## src/rtl/clk_period_meter_if.sv

```systemverilog
// Measurement bus of clk_period_meter: signal under test, control inputs and results.
interface clk_period_meter_if #(
  parameter int unsigned CNT_WIDTH = 28
);
  logic                 sig_in;
  logic                 start;
  logic                 continuous;
  logic                 busy;
  logic [CNT_WIDTH-1:0] period_out;
  logic [CNT_WIDTH-1:0] high_out;
  logic                 valid;
  logic                 timeout;

  modport master (
    output sig_in, start, continuous,
    input  busy, period_out, high_out, valid, timeout
  );

  modport slave (
    input  sig_in, start, continuous,
    output busy, period_out, high_out, valid, timeout
  );
endinterface

```

## src/rtl/clk_period_meter.sv

```systemverilog
// Measures period and high time of a slow asynchronous input in clock_in cycles,
// single-shot or back-to-back, aborting after TIMEOUT cycles without a closing edge.
module clk_period_meter #(
  parameter int unsigned CNT_WIDTH = 28,
  parameter int unsigned TIMEOUT   = 100000000
) (
  input  logic                clock_in,
  input  logic                reset,
  clk_period_meter_if.slave   mon
);

  localparam logic [CNT_WIDTH-1:0] TO_LAST = CNT_WIDTH'(TIMEOUT - 1);
  localparam logic [CNT_WIDTH-1:0] CNT_ONE = CNT_WIDTH'(1);

  typedef enum logic [1:0] {
    ST_IDLE    = 2'd0,
    ST_ARM     = 2'd1,
    ST_MEASURE = 2'd2
  } state_t;

  state_t               state_q, state_d;
  logic [CNT_WIDTH-1:0] cnt_q, cnt_d;
  logic [CNT_WIDTH-1:0] period_q, period_d;
  logic [CNT_WIDTH-1:0] high_q, high_d;
  logic                 high_seen_q, high_seen_d;
  logic                 valid_q, valid_d;
  logic                 timeout_q, timeout_d;
  logic                 busy_q, busy_d;
  logic                 s1_q, s2_q, s3_q;
  logic                 rise, fall;
  logic [CNT_WIDTH-1:0] cnt_inc;

  // s1/s2 resynchronise sig_in; s3 is the previous synchronised sample.
  assign rise    = s2_q & ~s3_q;
  assign fall    = ~s2_q & s3_q;
  assign cnt_inc = cnt_q + CNT_ONE;

  always_comb begin
    state_d     = state_q;
    cnt_d       = cnt_q;
    period_d    = period_q;
    high_d      = high_q;
    high_seen_d = high_seen_q;
    valid_d     = 1'b0;
    timeout_d   = 1'b0;

    case (state_q)
      ST_IDLE: begin
        if (mon.start) begin
          state_d = ST_ARM;
          cnt_d   = '0;
        end
      end

      ST_ARM: begin
        if (rise) begin
          state_d     = ST_MEASURE;
          cnt_d       = '0;
          high_seen_d = 1'b0;
        end else if (cnt_q == TO_LAST) begin
          state_d   = ST_IDLE;
          cnt_d     = '0;
          timeout_d = 1'b1;
        end else begin
          cnt_d = cnt_inc;
        end
      end

      ST_MEASURE: begin
        // A closing rise also opens the next period when running continuously.
        if (rise) begin
          period_d    = cnt_inc;
          valid_d     = 1'b1;
          cnt_d       = '0;
          high_seen_d = 1'b0;
          state_d     = mon.continuous ? ST_MEASURE : ST_IDLE;
        end else if (cnt_q == TO_LAST) begin
          state_d   = ST_IDLE;
          cnt_d     = '0;
          timeout_d = 1'b1;
        end else begin
          cnt_d = cnt_inc;
          if (fall && !high_seen_q) begin
            high_d      = cnt_inc;
            high_seen_d = 1'b1;
          end
        end
      end

      default: begin
        state_d = ST_IDLE;
        cnt_d   = '0;
      end
    endcase

    busy_d = (state_d != ST_IDLE);
  end

  always_ff @(posedge clock_in or posedge reset) begin
    if (reset) begin
      state_q     <= ST_IDLE;
      cnt_q       <= '0;
      period_q    <= '0;
      high_q      <= '0;
      high_seen_q <= 1'b0;
      valid_q     <= 1'b0;
      timeout_q   <= 1'b0;
      busy_q      <= 1'b0;
      s1_q        <= 1'b0;
      s2_q        <= 1'b0;
      s3_q        <= 1'b0;
    end else begin
      state_q     <= state_d;
      cnt_q       <= cnt_d;
      period_q    <= period_d;
      high_q      <= high_d;
      high_seen_q <= high_seen_d;
      valid_q     <= valid_d;
      timeout_q   <= timeout_d;
      busy_q      <= busy_d;
      s1_q        <= mon.sig_in;
      s2_q        <= s1_q;
      s3_q        <= s2_q;
    end
  end

  assign mon.busy       = busy_q;
  assign mon.period_out = period_q;
  assign mon.high_out   = high_q;
  assign mon.valid      = valid_q;
  assign mon.timeout    = timeout_q;

endmodule
```

## src/flat_wrapper.sv

```systemverilog
// flat-port wrapper written by rule: the top's interface ports become plain ports
module clk_period_meter_flat 
#(
  parameter int unsigned CNT_WIDTH = 28,
  parameter int unsigned TIMEOUT   = 100000000
)
  (clock_in, reset, mon_sig_in, mon_start, mon_continuous, mon_busy, mon_period_out, mon_high_out, mon_valid, mon_timeout);
  clk_period_meter_if #(.CNT_WIDTH(CNT_WIDTH)) mon_i ();
  input  logic clock_in;
  input  logic reset;
  input wire logic [$bits(mon_i.sig_in)-1:0] mon_sig_in;
  input wire logic [$bits(mon_i.start)-1:0] mon_start;
  input wire logic [$bits(mon_i.continuous)-1:0] mon_continuous;
  output wire logic [$bits(mon_i.busy)-1:0] mon_busy;
  output wire logic [$bits(mon_i.period_out)-1:0] mon_period_out;
  output wire logic [$bits(mon_i.high_out)-1:0] mon_high_out;
  output wire logic [$bits(mon_i.valid)-1:0] mon_valid;
  output wire logic [$bits(mon_i.timeout)-1:0] mon_timeout;
  assign mon_i.sig_in = mon_sig_in;
  assign mon_i.start = mon_start;
  assign mon_i.continuous = mon_continuous;
  assign mon_busy = mon_i.busy;
  assign mon_period_out = mon_i.period_out;
  assign mon_high_out = mon_i.high_out;
  assign mon_valid = mon_i.valid;
  assign mon_timeout = mon_i.timeout;
  clk_period_meter #(.CNT_WIDTH(CNT_WIDTH), .TIMEOUT(TIMEOUT)) u_core (.clock_in(clock_in), .reset(reset), .mon(mon_i));
endmodule
```

## config.mk

```make
export PLATFORM = sky130hd
export DESIGN_NAME = clk_period_meter_flat
export DESIGN_NICKNAME = d
export VERILOG_FILES = /design/src/rtl/clk_period_meter_if.sv /design/src/rtl/clk_period_meter.sv /design/src/flat_wrapper.sv
export SDC_FILE = /design/constraint.sdc
export NUM_CORES = 1
export LEC_CHECK = 0
export ABC_AREA = 1
export BUFFER_PORTS_ARGS = -buffer_cell sky130_fd_sc_hd__buf_2
export CAP_MARGIN = 40
export CORE_MARGIN = 2
export CORE_UTILIZATION = 45
export CTS_CLUSTER_SIZE = 14
export DETAILED_ROUTE_END_ITERATION = 10
export PLACE_DENSITY = 0.8
export REMOVE_ABC_BUFFERS = 1
export SYNTH_ARGS = -nofsm -noshare
export SYNTH_HDL_FRONTEND = slang
export SYNTH_SLANG_ARGS = --single-unit
```

## constraint.sdc

```tcl
create_clock -name clock_in -period 2.89 [get_ports clock_in]
set_clock_uncertainty 0.05 [all_clocks]
set_input_delay 0.4335 -clock clock_in [delete_from_list [all_inputs] [get_ports clock_in]]
set_output_delay 0.4335 -clock clock_in [all_outputs]
set_load 0.01 [all_outputs]
```

==> impl_metrics.yaml <==
status:
  run_status: "complete, no violations"
worst_setup_path:
  crit_start: "u_core.state_q[1]"
  r2r_slack_ps: 470
  regToRegStartpoint: "u_core.state_q[1]"
  start_kind: "flip-flop"
  r2r-end: "u_core.cnt_q[24]"
  criticalPathCategory: "flip-flop to flip-flop"
  crit_path_max_fanout: 23
  reg2reg_depth: 9
  end_kind: "flip-flop"
  crit_arrival_ps: 2670
  required_ps: 3140
clock_network:
  clkSinkCount: 93
  cts_setup_buffers: 0
  cts_tree: "built"
  clk_latency_ps: 360
  cts_buffers: 9
  hold_buffers: 0
  clk_pin_slew_ps: 90
  cts_buffer_depth: 2
  htree_levels: 3
  ctsResizeCount: 0
  cts-root-buf: "clkbuf_8"
job:
  cap_viol_max_count: 0
placement:
  hpwl_mm: 6.584
  placedCellCount: 680
  finalWeightedCongestion: 0.9351
  dp_slack_ps: 452.5
  portBuffers: 63
  placed_area_sq_um: 4758
global_routing:
  track_usage_pct: 18.96
  antenna_found_initial: 0
  grt_start_max_net_pins: 64
  grt_pass1_vias: 3331
  grt_overflow_total: 0
  grt_pass1_wl_mm: 15.55
routing:
  wl_per_cell_um: 13.12
  drc_errors: 0
  viasPerCell: 4.897
  antenna_left: 0
  vias: 3408
  wl_mm: 9.134
  drtIter0Drc: 264
  dr.pass1.iters: 4
timing:
  max_slew.worst_pin.slew_ps: 615.5
  fin_worst_hold_slack_ps: 45.13
  rsz0062_at_grt: "false"
  drv_slew: 0
  final.setup.tns_ps: 0
  setup_viol: 0
  layout_min_cycle_time_ps: 2424
  setup_slack_ps: 466.5
  maxClockFrequency_ghz: 0.4126
  hold_viol: 0
  maxSlewHeadroom_pct: 58.87
  finalCritPeriodShare_pct: 83.86
synth:
  ys_seq_area_share_pct: 53.76
  syn_inst: 498
  synth_largest_area_cell: "dfrtp_1"
  ys_warn_count: 0
  ys_types: 31
  yosys_register_bits: 93
  synth_top_area_share_pct: 53.76
  syn_avg_cell_area_sq_um: 8.693
  synthesis.area_sq_um: 4329
  synthTopCellsByArea: "dfrtp_1 54%, nand2_1 16%, o21ai_1 3.9%"
floorplanning:
  die-area_sq_um: 10420
  die_h_um: 102.1
  rows: 35
  ios: 64
  initial_utilization_pct: 46.63
  coreArea_sq_um: 9284
  die_w_um: 102.1
power_and_ir_drop:
  ir_worst_vdd_mv: 0.2735
  power_density_nw_per_um2: 580.5
  power.total_mw: 2.884
  power.leakage_nw: 2.497
cells_and_area:
  syn2layout_area_growth_pct: 14.74
  final_area_sq_um: 4967
  layout-drive-gt1-share_pct: 19.93
  finalNetCount: 572
  num_antenna_cells: 0
  final_cell_mix: "179 x nand2_1, 93 x dfrtp_1, 63 x buf_2"
  final_common_cell: "nand2_1"
  stdcell_count: 696
  post-route-util_pct: 53.50
min_path:
  hold_path.class: "input pin to async pin"
cell usage after synthesis (all sizes together):
cell    number
xnor2        4
inv         43
nor2        40
nand4        5
buf          7
o21ai       56
clkbuf       7
dfrtp       93
nor3        10
nand2      185
ha           5
nand3       11
nor3b        1
a21oi        2
o22ai       11
xor2        18
worst max path at each step:
stage                        to  slack (ps)  cells past startpoint
3_3_place_gp   u_core.cnt_q[24]         670                      9
6_report       u_core.cnt_q[24]         470                      9
3_5_place_dp   u_core.cnt_q[20]         450                      9
2_1_floorplan   u_core.cnt_q[0]         -10                      1
4_1_cts        u_core.cnt_q[20]         420                      9
5_1_grt        u_core.cnt_q[20]         190                      9
report_power, final:
group,leakage (nW),internal [mW],switching (mW)
Sequential,1.28,1.37,0.0557
Combinational,1.11,0.158,0.393
Clock,0.110,0.449,0.454
Total,2.50,1.98,0.903
state kept, by name (all words and copies together), names as in the netlist, 2 cells and up:
signal / flops
u_core.cnt_q: 28
u_core.mon.period_out: 28
u_core.state_q: 2
u_core.mon.high_out: 28
cells by family (layout without fill, tap and decap cells):
| logic type | Yosys count | after routing | share of synthesized area (%) |
|---|---|---|---|
| flip-flops | 93 | 93 | 53.76 |
| buffers and inverters | 57 | 126 | 5.838 |
| AND/OR/NAND/NOR | 252 | 252 | 25.43 |
| AO/OA/AOI/OAI | 69 | 69 | 8.555 |
| XOR/XNOR | 22 | 22 | 4.971 |
| adder cells (fa/ha/maj) | 5 | 5 | 1.445 |
layout make-up:
| cell class | count | area (sq um) |
|---|---|---|
| sequential | 93 | 2327 |
| inverter | 43 | 162.7 |
| clock buffer | 11 | 151.4 |
| timing repair buffer | 67 | 357.8 |
| fill | 869 | 4317 |
| tap | 129 | 161.4 |
| clock inverter | 5 | 57.56 |
| multi-input combinational | 348 | 1749 |
critical path: stages (launching register included):
cell     delay (ps)
dfrtp_1         420
inv_1            90
ha_1            210
inv_1            80
nor2_1           50
inv_1           330
nand4_2         580
inv_1           400
nand2_1         100
nand2_1          60
layer usage:
layer / up-vias / GRT usage, % / share of wire [%]
met5: - / 0 / 0
met4: 0 / 5.538 / 1.4
met3: 9 / 3.899 / 4.2
met2: 83 / 29.71 / 46
met1: 1613 / 26.94 / 48
li1: 1703 / - / -
No activity file was read; power rests on OpenSTA's default activity.
